File: src/rtl/ofs_fim_pcie_ss_rxcrdt_sched.sv
// Multi-segment RX credit accumulator: sums per-segment buffer releases into six
// cumulative credit counters and streams changed counters round-robin over rxcrdt.
module ofs_fim_pcie_ss_rxcrdt_sched #(
    parameter int NUM_SEG        = 1,
    parameter int P_HDR_INIT     = 128,
    parameter int NP_HDR_INIT    = 128,
    parameter int CPL_HDR_INIT   = 256,
    parameter int P_DATA_INIT    = 768,
    parameter int NP_DATA_INIT   = 256,
    parameter int CPL_DATA_INIT  = 1024,
    parameter int REFRESH_CYCLES = 1024
) (
    input  logic                  clk,
    input  logic                  rst,
    input  logic [NUM_SEG-1:0]    rel_valid,
    input  logic [2*NUM_SEG-1:0]  rel_type,
    input  logic [NUM_SEG-1:0]    rel_has_data,
    input  logic [10*NUM_SEG-1:0] rel_len,
    output logic                  rxcrdt_tvalid,
    input  logic                  rxcrdt_tready,
    output logic [18:0]           rxcrdt_tdata
);

    // Counter slots are kept by round-robin position 0..5 = PH, NPH, CPLH, PD, NPD, CPLD.
    localparam logic [15:0] CNT_INIT [6] = '{
        16'(P_HDR_INIT), 16'(NP_HDR_INIT), 16'(CPL_HDR_INIT),
        16'(P_DATA_INIT), 16'(NP_DATA_INIT), 16'(CPL_DATA_INIT)
    };
    localparam int TW = (REFRESH_CYCLES > 1) ? $clog2(REFRESH_CYCLES) : 1;
    localparam int REFRESH_LAST_I = (REFRESH_CYCLES > 0) ? REFRESH_CYCLES - 1 : 0;
    localparam logic [TW-1:0] REFRESH_LAST = TW'(REFRESH_LAST_I);

    function automatic logic [10:0] seg_credits(input logic [9:0] len);
        logic [10:0] len_dw;
        len_dw = (len == 10'd0) ? 11'd1024 : {1'b0, len};
        return (len_dw + 11'd3) >> 2;
    endfunction

    function automatic logic [2:0] rr_pos(input logic [2:0] ptr, input int off);
        return 3'((int'(ptr) + off) % 6);
    endfunction

    function automatic logic [2:0] pos_to_idx(input logic [2:0] pos);
        return (pos >= 3'd3) ? {1'b1, 2'(pos - 3'd3)} : {1'b0, pos[1:0]};
    endfunction

    logic [2:0]    hsum_d [3];
    logic [2:0]    hsum_q [3];
    logic [10:0]   dsum_d [3];
    logic [10:0]   dsum_q [3];
    logic [15:0]   cnt_d  [6];
    logic [15:0]   cnt_q  [6];
    logic [5:0]    changed;
    logic [5:0]    dirty_d, dirty_q;
    logic [2:0]    ptr_d, ptr_q;
    logic          tvalid_d, tvalid_q;
    logic [18:0]   tdata_d, tdata_q;
    logic [TW-1:0] timer_d, timer_q;
    logic          init_q;
    logic          refresh_hit;
    logic          set_all;
    logic          load;
    logic          pick_found;
    logic [2:0]    pick_pos;

    // NOTE: every always_comb output is assigned a default before any branch so no latch is inferred.
    always_comb begin : stage1_comb
        for (int t = 0; t < 3; t++) begin
            hsum_d[t] = '0;
            dsum_d[t] = '0;
            for (int s = 0; s < NUM_SEG; s++) begin
                if (rel_valid[s] && (rel_type[2*s +: 2] == 2'(t))) begin
                    hsum_d[t] = hsum_d[t] + 3'd1;
                    if (rel_has_data[s]) begin
                        dsum_d[t] = dsum_d[t] + seg_credits(rel_len[10*s +: 10]);
                    end
                end
            end
        end
    end

    always_comb begin : counter_comb
        for (int t = 0; t < 3; t++) begin
            cnt_d[t]       = cnt_q[t] + {13'd0, hsum_q[t]};
            cnt_d[t+3]     = cnt_q[t+3] + {5'd0, dsum_q[t]};
            changed[t]     = (hsum_q[t] != 3'd0);
            changed[t+3]   = (dsum_q[t] != 11'd0);
        end
    end

    // The timer restarts on every set-all event, including the one at reset release.
    assign refresh_hit = (REFRESH_CYCLES != 0) && (timer_q == REFRESH_LAST);
    assign set_all     = init_q || refresh_hit;
    assign timer_d     = set_all ? '0 : timer_q + TW'(1);

    always_comb begin : sched_comb
        pick_found = 1'b0;
        pick_pos   = ptr_q;
        for (int off = 1; off <= 6; off++) begin
            if (!pick_found && dirty_q[rr_pos(ptr_q, off)]) begin
                pick_found = 1'b1;
                pick_pos   = rr_pos(ptr_q, off);
            end
        end

        load     = !tvalid_q || rxcrdt_tready;
        dirty_d  = dirty_q;
        ptr_d    = ptr_q;
        tvalid_d = tvalid_q;
        tdata_d  = tdata_q;
        if (load) begin
            tvalid_d = pick_found;
            if (pick_found) begin
                tdata_d           = {pos_to_idx(pick_pos), cnt_q[pick_pos]};
                ptr_d             = pick_pos;
                dirty_d[pick_pos] = 1'b0;
            end
        end
        // Sets are applied after the load clear so a same-cycle set wins.
        dirty_d = dirty_d | changed | {6{set_all}};
    end

    // NOTE: sequential state uses non-blocking assignments so every flop samples pre-edge values.
    always_ff @(posedge clk) begin
        if (rst) begin
            for (int t = 0; t < 3; t++) begin
                hsum_q[t] <= '0;
                dsum_q[t] <= '0;
            end
            for (int p = 0; p < 6; p++) begin
                cnt_q[p] <= CNT_INIT[p];
            end
            dirty_q  <= '0;
            ptr_q    <= 3'd5;
            tvalid_q <= 1'b0;
            tdata_q  <= '0;
            timer_q  <= '0;
            init_q   <= 1'b1;
        end else begin
            hsum_q   <= hsum_d;
            dsum_q   <= dsum_d;
            cnt_q    <= cnt_d;
            dirty_q  <= dirty_d;
            ptr_q    <= ptr_d;
            tvalid_q <= tvalid_d;
            tdata_q  <= tdata_d;
            timer_q  <= timer_d;
            init_q   <= 1'b0;
        end
    end

    assign rxcrdt_tvalid = tvalid_q;
    assign rxcrdt_tdata  = tdata_q;

endmodule
File: config.mk
export PLATFORM = sky130hd
export DESIGN_NAME = ofs_fim_pcie_ss_rxcrdt_sched
export DESIGN_NICKNAME = d
export VERILOG_FILES = /design/src/rtl/ofs_fim_pcie_ss_rxcrdt_sched.sv
export SDC_FILE = /design/constraint.sdc
export NUM_CORES = 1
export LEC_CHECK = 0
export ABC_AREA = 1
export BUFFER_PORTS_ARGS = -buffer_cell sky130_fd_sc_hd__buf_2
export CORE_AREA = 2 2 121 152
export DETAILED_ROUTE_END_ITERATION = 8
export DIE_AREA = 0 0 123 154
export PLACE_DENSITY = 0.79
export SETUP_SLACK_MARGIN = 0.4
export SLEW_MARGIN = 20
export SYNTH_ARGS = -nofsm -noshare
export SYNTH_HDL_FRONTEND = slang
export SYNTH_SLANG_ARGS = --single-unit
File: constraint.sdc
create_clock -name clk -period 6.1 [get_ports clk]
set_input_delay 0.915 -clock clk [delete_from_list [all_inputs] [get_ports clk]]
set_output_delay 0.915 -clock clk [all_outputs]
set_load 0.005 [all_outputs]
* Yosys cells after proc, flatten, opt, wreduce, memory -nomap -nowiden *
Cells that the tools add are included.

storage, ports and cells
  flip-flop bits (word level) = 178
  latch bits = 0
  bits in writable memories = 0
  memory bits (read-only) = 0
  input bits = 17
  output and inout bits = 20
  logic and storage cells = 128
  memories = 0

cells by class
  add/sub/neg operators = 15
  $mul = 0
  divide/modulo/power cells = 6
  order comparisons = 10
  eq/ne operators = 3
  shifts and indexed selects = 0
  multiplexer cells = 38
  bitwise logic cells = 8
  reductions and logical operators = 30

operators by type and width
  cell                     count
  $mod A32 B4 Y32 const B  6
  $add A16 B11 Y16         3
  $add A16 B3 Y16          3
  $bmux W16 S3             1
  $reduce_bool A11 Y1      3
  $mux W16                 2
  $lt A3 B4 Y1 const B     7
  $mux W3                  7
  $bmux W1 S3              6
  $mux W1                  17
  $add A3 B3 Y4 const B    3
  $mux W6                  2
  $or A6 B6 Y6             2
  $add A11 B2 Y11 const B  1
  $mux W11                 1
  $add A10 B1 Y10 const B  1
  $eq A10 B10 Y1 const B   1
  $logic_not A10 Y1        1
  $logic_and A1 B1 Y1      9
  $mux W9                  1
  $reduce_bool A3 Y1       3
  $add A3 B2 Y4 const B    2
  $reduce_or A2 Y1         4
  $and A6 B6 Y6            1
  15 further kinds         23

* Logic depth before layout (Yosys ltp) *
Gate-level depths: netlist of the first run.

  depth after elaboration = 30
  gate-level depth with buffers = 32
  mapped depth without buffers = 30

* Worst setup path before layout of the first run *
OpenSTA, ideal clock, no wires.

  path type = reg-to-reg
  start = reg ptr_q[1]
  end = reg tdata_q[18], in the netlist rxcrdt_tdata[18]
  setup time = 0.115 ns
  arrival time = 3.172 ns
  data required time = 5.985 ns
  slack = 2.813 ns
  cell stages (with the launch flop) = 24
  buffers on the path = 1
  clock period less this slack = 3.287 ns
  cells stage by stage = dfxtp_1 > inv_1 > ha_1 > a21oi_4 > inv_2 > ha_1 > nor2_1 > nand3_1 > nand2_1 > nand2_1 > nand2_1 > nand2_2 > nand4_1 > nand2_4 > nor3_1 > nand3_1 > nand2_1 > inv_2 > buf_2 > ha_1 > nor2_1 > nand2_1 > o21ai_0 > inv_1

between the ends
  word-level cells in the longest chain between the ends = 22
  elaborated cells between the ends (all ways) = 49
  classes of those cells = add/sub (6); div (6); order compare (1); mux (25); reduce/logical (11)

RTL lines
  element                        line  text
  start, declared                55    logic [2:0] ptr_d, ptr_q;
  start signal, assigned         144   ptr_q <= ptr_d;
  $add A3 B1 Y4                  40    return 3'((int'(ptr) + off) % 6);
  $mod A32 B4 Y32                40
  $bmux W1 S3                    100   if (!pick_found && dirty_q[rr_pos(ptr_q, off)]) begin
  $mux W1 (implied by the code)  100
  $mux W1                        100
  $logic_not A1 Y1               100
  $logic_and A1 B1 Y1            100
  $mux W1                        100
  (+7 left out)                  --
  $logic_and A1 B1 Y1            100
  $mux W1                        100
  $logic_not A1 Y1               100
  $logic_and A1 B1 Y1            100
  $mux W3 (*)                    100
  via pick_pos[0]                64    logic [2:0] pick_pos;
  $ge A3 B2 Y1 (*)               44    return (pos >= 3'd3) ? {1'b1, 2'(pos - 3'd3)} : {1'b0, pos[1:0]};
  $mux W3 (*)                    44
  end signal, assigned           146   tdata_q <= tdata_d;
  end, declared                  57    logic [18:0] tdata_d, tdata_q;

Mark *: on every way through the listed nets, which the timed path passes. The rest lies on a longest branch. The select of a mux whose other input is x is not followed.
A chain may end at the register's enable or synchronous reset.

* Final worst setup path of the first run *
  start = reg ptr_q[0]
  end = reg tdata_q[17], in the netlist rxcrdt_tdata[17]

between the ends
  word-level cells in the longest chain between the ends = 22
  elaborated cells between the ends (all ways) = 50
  classes of those cells = add/sub (7); div (6); order compare (1); mux (25); reduce/logical (11)

RTL lines
  element                                               line
  $add A3 B1 Y4                                         40
  $mod A32 B4 Y32                                       40
  $bmux W1 S3                                           100
  $mux W1 (implied by the code)                         100
  $mux W1                                               100
  $logic_not A1 Y1                                      100
  $logic_and A1 B1 Y1                                   100
  $mux W1                                               100
  (+6 left out)                                         --
  $logic_not A1 Y1                                      100
  $logic_and A1 B1 Y1                                   100
  $mux W1                                               100
  $logic_not A1 Y1                                      100
  $logic_and A1 B1 Y1                                   100
  $mux W3                                               100
  $ge A3 B2 Y1 / $sub A2 B2 Y2 (equally long branches)  44
  $mux W3                                               44

Several ways; a longest one is shown, not always the timed one. The select of a mux whose other input is x is not followed.

==> reports/metrics.cfg, run 1 <==
[status]
status = finished, final reports clean

[floorplanning]
num_rows = 54
dieArea_um2 = 18940
die_h_um = 154
io_pins = 37
initial_utilization_pct = 51.07
core_um2 = 17430
die_w_um = 123

[run]
drv_cap = 0

[clock_network]
cts_made_buffers = 17
cts_root_buf = clkbuf_16
clk_pin_slew_worst_paths_ps = 60
cts_tree = done
cts_buffer_depth = 2
cts_setup_buffers = 0
cts_hold_buf = 0
clock_latency_ps = 430
cts.sinks = 166
cts_resized = 0
htreeDepth = 4

[detailed_routing]
drc = 0
drtIter0Drc = 422
firstDrtPassIters = 5
ant_nets = 0
wirelength_um = 19620
via_per_inst = 5.157
detail_route.wl_per_cell_um = 12.51
via_count = 8086

[yosys]
ys_types = 47
synth.area.top_cells = dfxtp_1 (37%), nand2_1 (14%), nor2_1 (7.7%), inv_1 (6.4%), ha_1 (6.3%)
synth_seq_cells = 166
syn_nets = 1374
synth_commonest_cells = nand2_1 (329), nor2_1 (183), dfxtp_1 (166)
synthArstFlopShare_pct = 0
synthFlopType = dfxtp_1
yosysTopAreaCell = dfxtp_1
yosysSeqAreaShare_pct = 37.33
syn_area_per_cell_um2 = 6.801
syn_inst = 1309
synth.most_common_cell = nand2_1
ys_warn_count = 0
synth_top_cell_area_share_pct = 37.33
synth_area_um2 = 8902
synth-edff-count = 0

[placed_design]
place_hpwl_um = 14210
gp_congestion = 0.8734
io_buffers = 36
dp_slack_ps = 2052

[setup_path]
critPathMaxFanout = 40
crit_cells = 25
crit_buf_inv = 4
endpoint_kind = register
arrival_ps = 4430
crit_top_cell = nand2_1
critical_path_required_ps = 6430
path_delay_family = simple AND/OR/NAND/NOR gates
worst-setup-path-type = register to register
cp_slowest_cell = dfxtp_1
max_stage_delay_ps = 810
worst_setup_path_start_kind = register
r2r_cells = 25

[sta]
setup-violations-final = 0
tightest_slew_ps = 755.9
layout_setup_ws_ps = 2005
slew_headroom_pct = 49.53
period_share_pct = 67.14
drv_slew = 0
whs_ps = 451.8
hold_viol = 0
period_minus_slack_ps = 4095
fin_worst_skew_ps = 8.759
rsz0062_at_grt = false
setup-tns-final_ps = 0
timing.fmax_mhz = 244.2

[finish]
fillers = 1674
layout-drive-gt1-share_pct = 8.705
final_util_pct = 56.33
diodes = 0
nets = 1396
syn_to_final_growth_pct = 10.30

[worst_hold_path]
min-delay-path-class = register to register
whs_path_depth = 1

[grt]
grt_remaining_overflow = 0
grt_max_degree = 63
grt_pass1_wl_um = 33470
track_usage_pct = 21.86
antenna_found_initial = 0
grt_pass1_vias = 7529

area by class of cell:
class	instances	area [um^2]	share of cell area [%]
Timing Repair Buffer	39	202.7	2.064
Tap cell	224	280.3	2.854
Clock inverter	13	172.7	1.758
Multi-Input combinational cell	938	4748	48.36
Inverter	169	639.4	6.511
Clock buffer	19	452.9	4.613
Sequential cell	166	3323	33.84
flip-flops by register name (all words and copies together), names as in the netlist:
register,count
dirty_q,6
cnt_q,96
rxcrdt_tvalid,1
init_q,1
timer_q,10
hsum_q,3
dsum_q,27
rxcrdt_tdata,19
ptr_q,3
metal layers:
layer,global-route usage [%],up-vias,share of wire (%)
met5,0,-,0
met4,9.578,0,2.9
met3,4.191,37,4.2
met2,37.57,166,50
met1,26.18,3643,43
li1,-,4240,-
placed cells by master, fill, tap and decap left out, types with 10 or more instances in the layout:
cell / count
inv_2: 12
o21ai_0: 90
ha_1: 45
xor2_1: 10
nand2_1: 328
nor2_1: 183
a21oi_1: 85
buf_2: 36
nand4_1: 21
nor3_1: 31
dfxtp_1: 166
nand2_2: 15
clkbuf_16: 17
nand3_1: 53
inv_1: 151
o21ai_1: 16
cell families after synthesis:
logic type	count (synthesis)	synth area share [%]
simple gates	656	31.50
buf+inv	205	9.360
fa+ha+maj	48	6.999
compound gates	220	13.44
xor+xnor	14	1.377
flops	166	37.33
worst paths after layout:
kind | endpoint | from | slack [ps]
max | rxcrdt_tdata[17] | ptr_q[0] | 2000
min | timer_q[0] | timer_q[0] | 450
max reg2reg | rxcrdt_tdata[17] | ptr_q[0] | 2000
min reg2reg | timer_q[0] | timer_q[0] | 450
through the flow:
stage / instances / cell area (um^2)
finish: 1568 / 9819
detailed placement: 1536 / 9194
global placement: 1536 / 9194
CTS: 1568 / 9819
floorplan: 1309 / 8902
global route: 1568 / 9819
Power of run 1 is left out: the tool's default activity adds up to more than one toggle a clock period on the data nets, which glitch-free logic cannot reach.
==> inputs of run 2 (changes only) <==
--- a/config.mk
+++ b/config.mk
@@ -10,7 +10,7 @@
 export CORE_AREA = 2 2 121 152
 export DETAILED_ROUTE_END_ITERATION = 8
 export DIE_AREA = 0 0 123 154
-export PLACE_DENSITY = 0.79
+export PLACE_DENSITY = 0.81
 export SETUP_SLACK_MARGIN = 0.4
 export SLEW_MARGIN = 20
 export SYNTH_ARGS = -nofsm -noshare
==> constraint.sdc (replaced) <==
create_clock -name clk -period 3.7 [get_ports clk]
set_input_delay 0.555 -clock clk [delete_from_list [all_inputs] [get_ports clk]]
set_output_delay 0.555 -clock clk [all_outputs]
set_load 0.005 [all_outputs]
==> run 2 against run 1 <==
Worst setup slack worse by 1600 ps; non-clock buffer count grew 20; core utilization increased by 3.1 points; clock-buffer cell count fell by 1; critical endpoint is now rxcrdt_tdata[9]; highest routed layer unchanged.
==> reports/metrics.cfg, run 2 (synthesized netlist as in run 1, its figures left out) <==
[floorplanning]
initial_utilization_pct = 51.07
core_um2 = 17430
die_h_um = 154
num_rows = 54
die_w_um = 123
io_pins = 37
dieArea_um2 = 18940

[detailed_routing]
drc = 0
drtIter0Drc = 564
via_per_inst = 5.307
firstDrtPassIters = 5
wirelength_um = 21860
via_count = 8433
detail_route.wl_per_cell_um = 13.76
ant_nets = 0

[run]
drv_cap = 0

[sta]
tightest_slew_ps = 641.9
period_minus_slack_ps = 3256
whs_ps = 328.5
slew_headroom_pct = 57.21
setup-tns-final_ps = 0
period_share_pct = 87.99
fin_worst_skew_ps = 9.123
rsz0062_at_grt = true
hold_viol = 0
timing.fmax_mhz = 307.2
setup-violations-final = 0
drv_slew = 0

[clock_network]
cts_made_buffers = 17
cts_root_buf = clkbuf_16
cts_buffer_depth = 2
clk_pin_slew_worst_paths_ps = 60
htreeDepth = 4
cts_tree = done
clock_latency_ps = 440
cts.sinks = 166

[setup_path]
arrival_ps = 3580
r2r_start = ptr_q[1]
r2r_slack_ps = 440
cp_slowest_cell = dfxtp_4
r2r_cells = 27
crit_top_cell = nand2_2
worst-setup-path-type = register to register
critical_path_required_ps = 4020
max_stage_delay_ps = 360
worst_setup_path_start_kind = register
r2r_end = rxcrdt_tdata[9]
endpoint_kind = register
critPathMaxFanout = 8

[worst_hold_path]
whs_path_depth = 2
holdPathEnd = hsum_q[6]
hold_start = rel_type[0]
min-delay-path-class = primary input to register

[grt]
grt_max_degree = 63
grt_pass1_vias = 7917
track_usage_pct = 23.45
grt_pass1_wl_um = 35940
antenna_found_initial = 0
grt_remaining_overflow = 0

[finish]
fillers = 1569
layout-drive-gt1-share_pct = 13.85
diodes = 0
largest-register = cnt_q
final_common_cell = nand2_1
largest_reg_flops = 96
syn_to_final_growth_pct = 16.40
final_cell_mix = nand2_1 (305), nor2_1 (173), dfxtp_1 (163)
nets = 1418

[placed_design]
gp_congestion = 0.8707
place_hpwl_um = 14620
io_buffers = 36

[status]
status = finished, final reports clean

## run 2: final cells by class
cell class	instances	area, um^2	area share, %
Clock buffer	18	429.2	4.142
Clock inverter	13	229.0	2.210
Inverter	169	650.6	6.279
Multi-Input combinational cell	940	5019	48.43
Sequential cell	166	3334	32.18
Tap cell	224	280.3	2.705
Timing Repair Buffer	59	420.4	4.057
## run 2: worst max-delay path by stage
stage | start | endpoint | slack, ps
after detailed placement | ptr_q[2] | rxcrdt_tdata[9] | 170
after floorplan | ptr_q[1] | rxcrdt_tdata[18] | 410
after global placement | ptr_q[2] | rxcrdt_tdata[9] | 220
after global routing | ptr_q[0] | rxcrdt_tdata[4] | 110
after CTS | ptr_q[1] | rxcrdt_tdata[17] | 380
final | ptr_q[1] | rxcrdt_tdata[9] | 440
## run 2: layer usage
| layer | track usage [%] | up-vias | wire, um |
|---|---|---|---|
| met4 | 9.253 | 0 | 661 |
| met5 | 0 | - | 0 |
| li1 | - | 4290 | - |
| met3 | 4.006 | 61 | 1227 |
| met1 | 28.27 | 3811 | 8953 |
| met2 | 40.94 | 271 | 11020 |
## run 2: stage by stage
step | worst slack (ps) | instance area, um^2 | instances | util (%)
after CTS | 381.1 | 10060 | 1580 | 57.69
after floorplan | 412.8 | 8902 | 1309 | -
after detailed placement | 166.3 | 9299 | 1545 | 53.34
after global routing | 105.0 | 10360 | 1589 | 59.45
after global placement | 220.8 | 9299 | 1545 | 53.34
final | 444.4 | 10360 | 1589 | 59.45
## run 2: worst max-delay path, delay by kind of cell (launching register included)
family / cells / cell delay, ps
simple gates: 19 / 1520
flops: 1 / 360
buf+inv: 4 / 410
fa+ha+maj: 2 / 430
compound gates: 2 / 410
## run 2: what timing repair did
item | 4_1_cts | 5_1_grt
resized for setup | 19 | 67
hold buffers | 0 | 0
hold endpoints to repair | 0 | 0
buffers inserted | 3 | 7
gates cloned | 1 | 2
pin swaps | 3 | 38
setup endpoints to repair | 25 | 28
Power of run 2 is left out for the same reason.
==> inputs of run 3 (changes only) <==
--- a/config.mk
+++ b/config.mk
@@ -7,10 +7,11 @@
 export LEC_CHECK = 0
 export ABC_AREA = 1
 export BUFFER_PORTS_ARGS = -buffer_cell sky130_fd_sc_hd__buf_2
-export CORE_AREA = 2 2 121 152
+export CAP_MARGIN = 40
+export CORE_AREA = 2 2 116 146
 export DETAILED_ROUTE_END_ITERATION = 8
-export DIE_AREA = 0 0 123 154
-export PLACE_DENSITY = 0.81
+export DIE_AREA = 0 0 118 148
+export PLACE_DENSITY = 0.87
 export SETUP_SLACK_MARGIN = 0.4
 export SLEW_MARGIN = 20
 export SYNTH_ARGS = -nofsm -noshare
==> run 3 against run 2 <==
Final cell count fell by 0.25%; sequential cell count unchanged; global-route usage increased by 0.33 points; core utilization up 5.1 points; worst setup slack improved by 16 ps; sequential share of layout area decreased by 0.079 points; wire length rose by 1.2%; non-clock buffer count increased by 1; fmax up 0.50%; first-iteration DRC count grew 25%; critical path type unchanged; critical endpoint is now rxcrdt_tdata[0].
==> reports/metrics.cfg, run 3 (synthesized netlist as in run 1, its figures left out) <==
[setup_path]
worst-setup-path-type = register to register
critPathMaxFanout = 8
arrival_ps = 3560
worst_setup_path_start_kind = register
critical_path_required_ps = 4030
endpoint_kind = register

[detailed_routing]
ant_nets = 0
via_per_inst = 5.387
drc = 0
drtIter0Drc = 703
detail_route.wl_per_cell_um = 13.96
via_count = 8539
wirelength_um = 22130
firstDrtPassIters = 5

[sta]
period_share_pct = 87.55
drv_slew = 0
timing.fmax_mhz = 308.7
slew_headroom_pct = 56.67
rsz0062_at_grt = true
tightest_slew_ps = 649.9
period_minus_slack_ps = 3239
hold_viol = 0
setup-violations-final = 0
fin_worst_skew_ps = 11.44
layout_setup_ws_ps = 460.7
setup-tns-final_ps = 0

[floorplanning]
num_rows = 52
die_h_um = 148
initial_utilization_pct = 55.40
io_pins = 37
core_um2 = 16070
die_w_um = 118
dieArea_um2 = 17460

[grt]
antenna_found_initial = 0
grt_pass1_vias = 7688
grt_remaining_overflow = 0
track_usage_pct = 23.78
grt_max_degree = 69
grt_pass1_wl_um = 34180

[placed_design]
io_buffers = 36
dp_slack_ps = 260.2
gp_congestion = 0.8822
place_area_um2 = 9256
place_hpwl_um = 14610

[clock_network]
cts_tree = done
cts_root_buf = clkbuf_16
cts_made_buffers = 17
cts.sinks = 166
cts_buffer_depth = 2
htreeDepth = 4
clock_latency_ps = 440
clk_pin_slew_worst_paths_ps = 60

[finish]
diodes = 0
nets = 1421
final_cell_mix = nand2_1 (314), nor2_1 (179), dfxtp_1 (163)
largest-register = cnt_q
final_common_cell = nand2_1
largest_reg_flops = 96
syn_to_final_growth_pct = 16.60
layout-drive-gt1-share_pct = 12.56
stdcell_area_um2 = 10380

[status]
status = finished, final reports clean

[worst_hold_path]
min-delay-path-class = primary input to register

[run]
drv_cap = 0

==> run 3: changes by cell type in the layout (fill, tap and decap cells not counted), moves of 3 or more <==
cell      previous run  this run
clkinv_2             4         0
clkbuf_8             0         4
nor2_2               9         2
clkbuf_1             1         4
nand2_1            305       314
nand2_2             34        25
nor2_1             173       179
==> run 3: timing repair <==
item | 4_1_cts | 5_1_grt
setup endpoints to repair | 25 | 29
buffers inserted | 1 | 10
pin swaps | 1 | 27
gates resized for setup | 8 | 65
hold buffers | 0 | 0
hold endpoints to repair | 0 | 0
gates cloned | 0 | 6
==> run 3: metrics by stage <==
stage,util (%),instances,hold WS [ps]
after floorplan,-,1309,417.5
after global placement,57.60,1536,428.3
after detailed placement,57.60,1536,438.4
after CTS,62.00,1569,338.2
after global routing,64.59,1585,358.6
final,64.59,1585,343.6
==> run 3: metal layers <==
metal  track usage, %  part of all wire [%]  vias to the layer above
met5                0                     0                        -
li1                 -                     -                     4300
met3            4.205                   5.3                       59
met2            43.28                    50                      298
met4            9.096                   2.8                        0
met1            27.75                    42                     3882
==> run 3: layout make-up <==
type,instances,area [um^2]
Fill cell,1310,5690
Inverter,169,654.4
Clock inverter,7,165.2
Timing Repair Buffer,60,465.4
Tap cell,216,270.3
Sequential cell,166,3332
Clock buffer,25,495.5
Multi-Input combinational cell,942,4997
==> run 3: worst max-delay path: stages (launching register included) <==
cell and delay (ps):
dfxtp_2 340, buf_6 140, ha_4 170, a21oi_4 140, inv_2 70, ha_4 240
nor2_4 80, nand3_2 80, nand2_2 110, nand2_2 80, nand2_2 90, nand2_2 70
nand4_1 120, nand2_4 120, nor2_8 190, nand2_2 70, nand2_1 60, inv_1 40
nand2_2 70, nand2_4 70, a21oi_4 250, nor2_4 100, clkbuf_16 170, nand2_1 70
nand2_1 50, nor2_1 90, nor2_1 40
==> run 3: final timing paths <==
path | startpoint | to | slack (ps) | cells past startpoint
setup / recovery | ptr_q[1] | rxcrdt_tdata[0] | 460 | 26
setup reg to reg | ptr_q[1] | rxcrdt_tdata[0] | 460 | 26
hold reg to reg | timer_q[0] | timer_q[0] | 450 | 1
hold / removal | rel_type[1] | hsum_q[3] | 340 | 2
Power of run 3 is left out for the same reason.
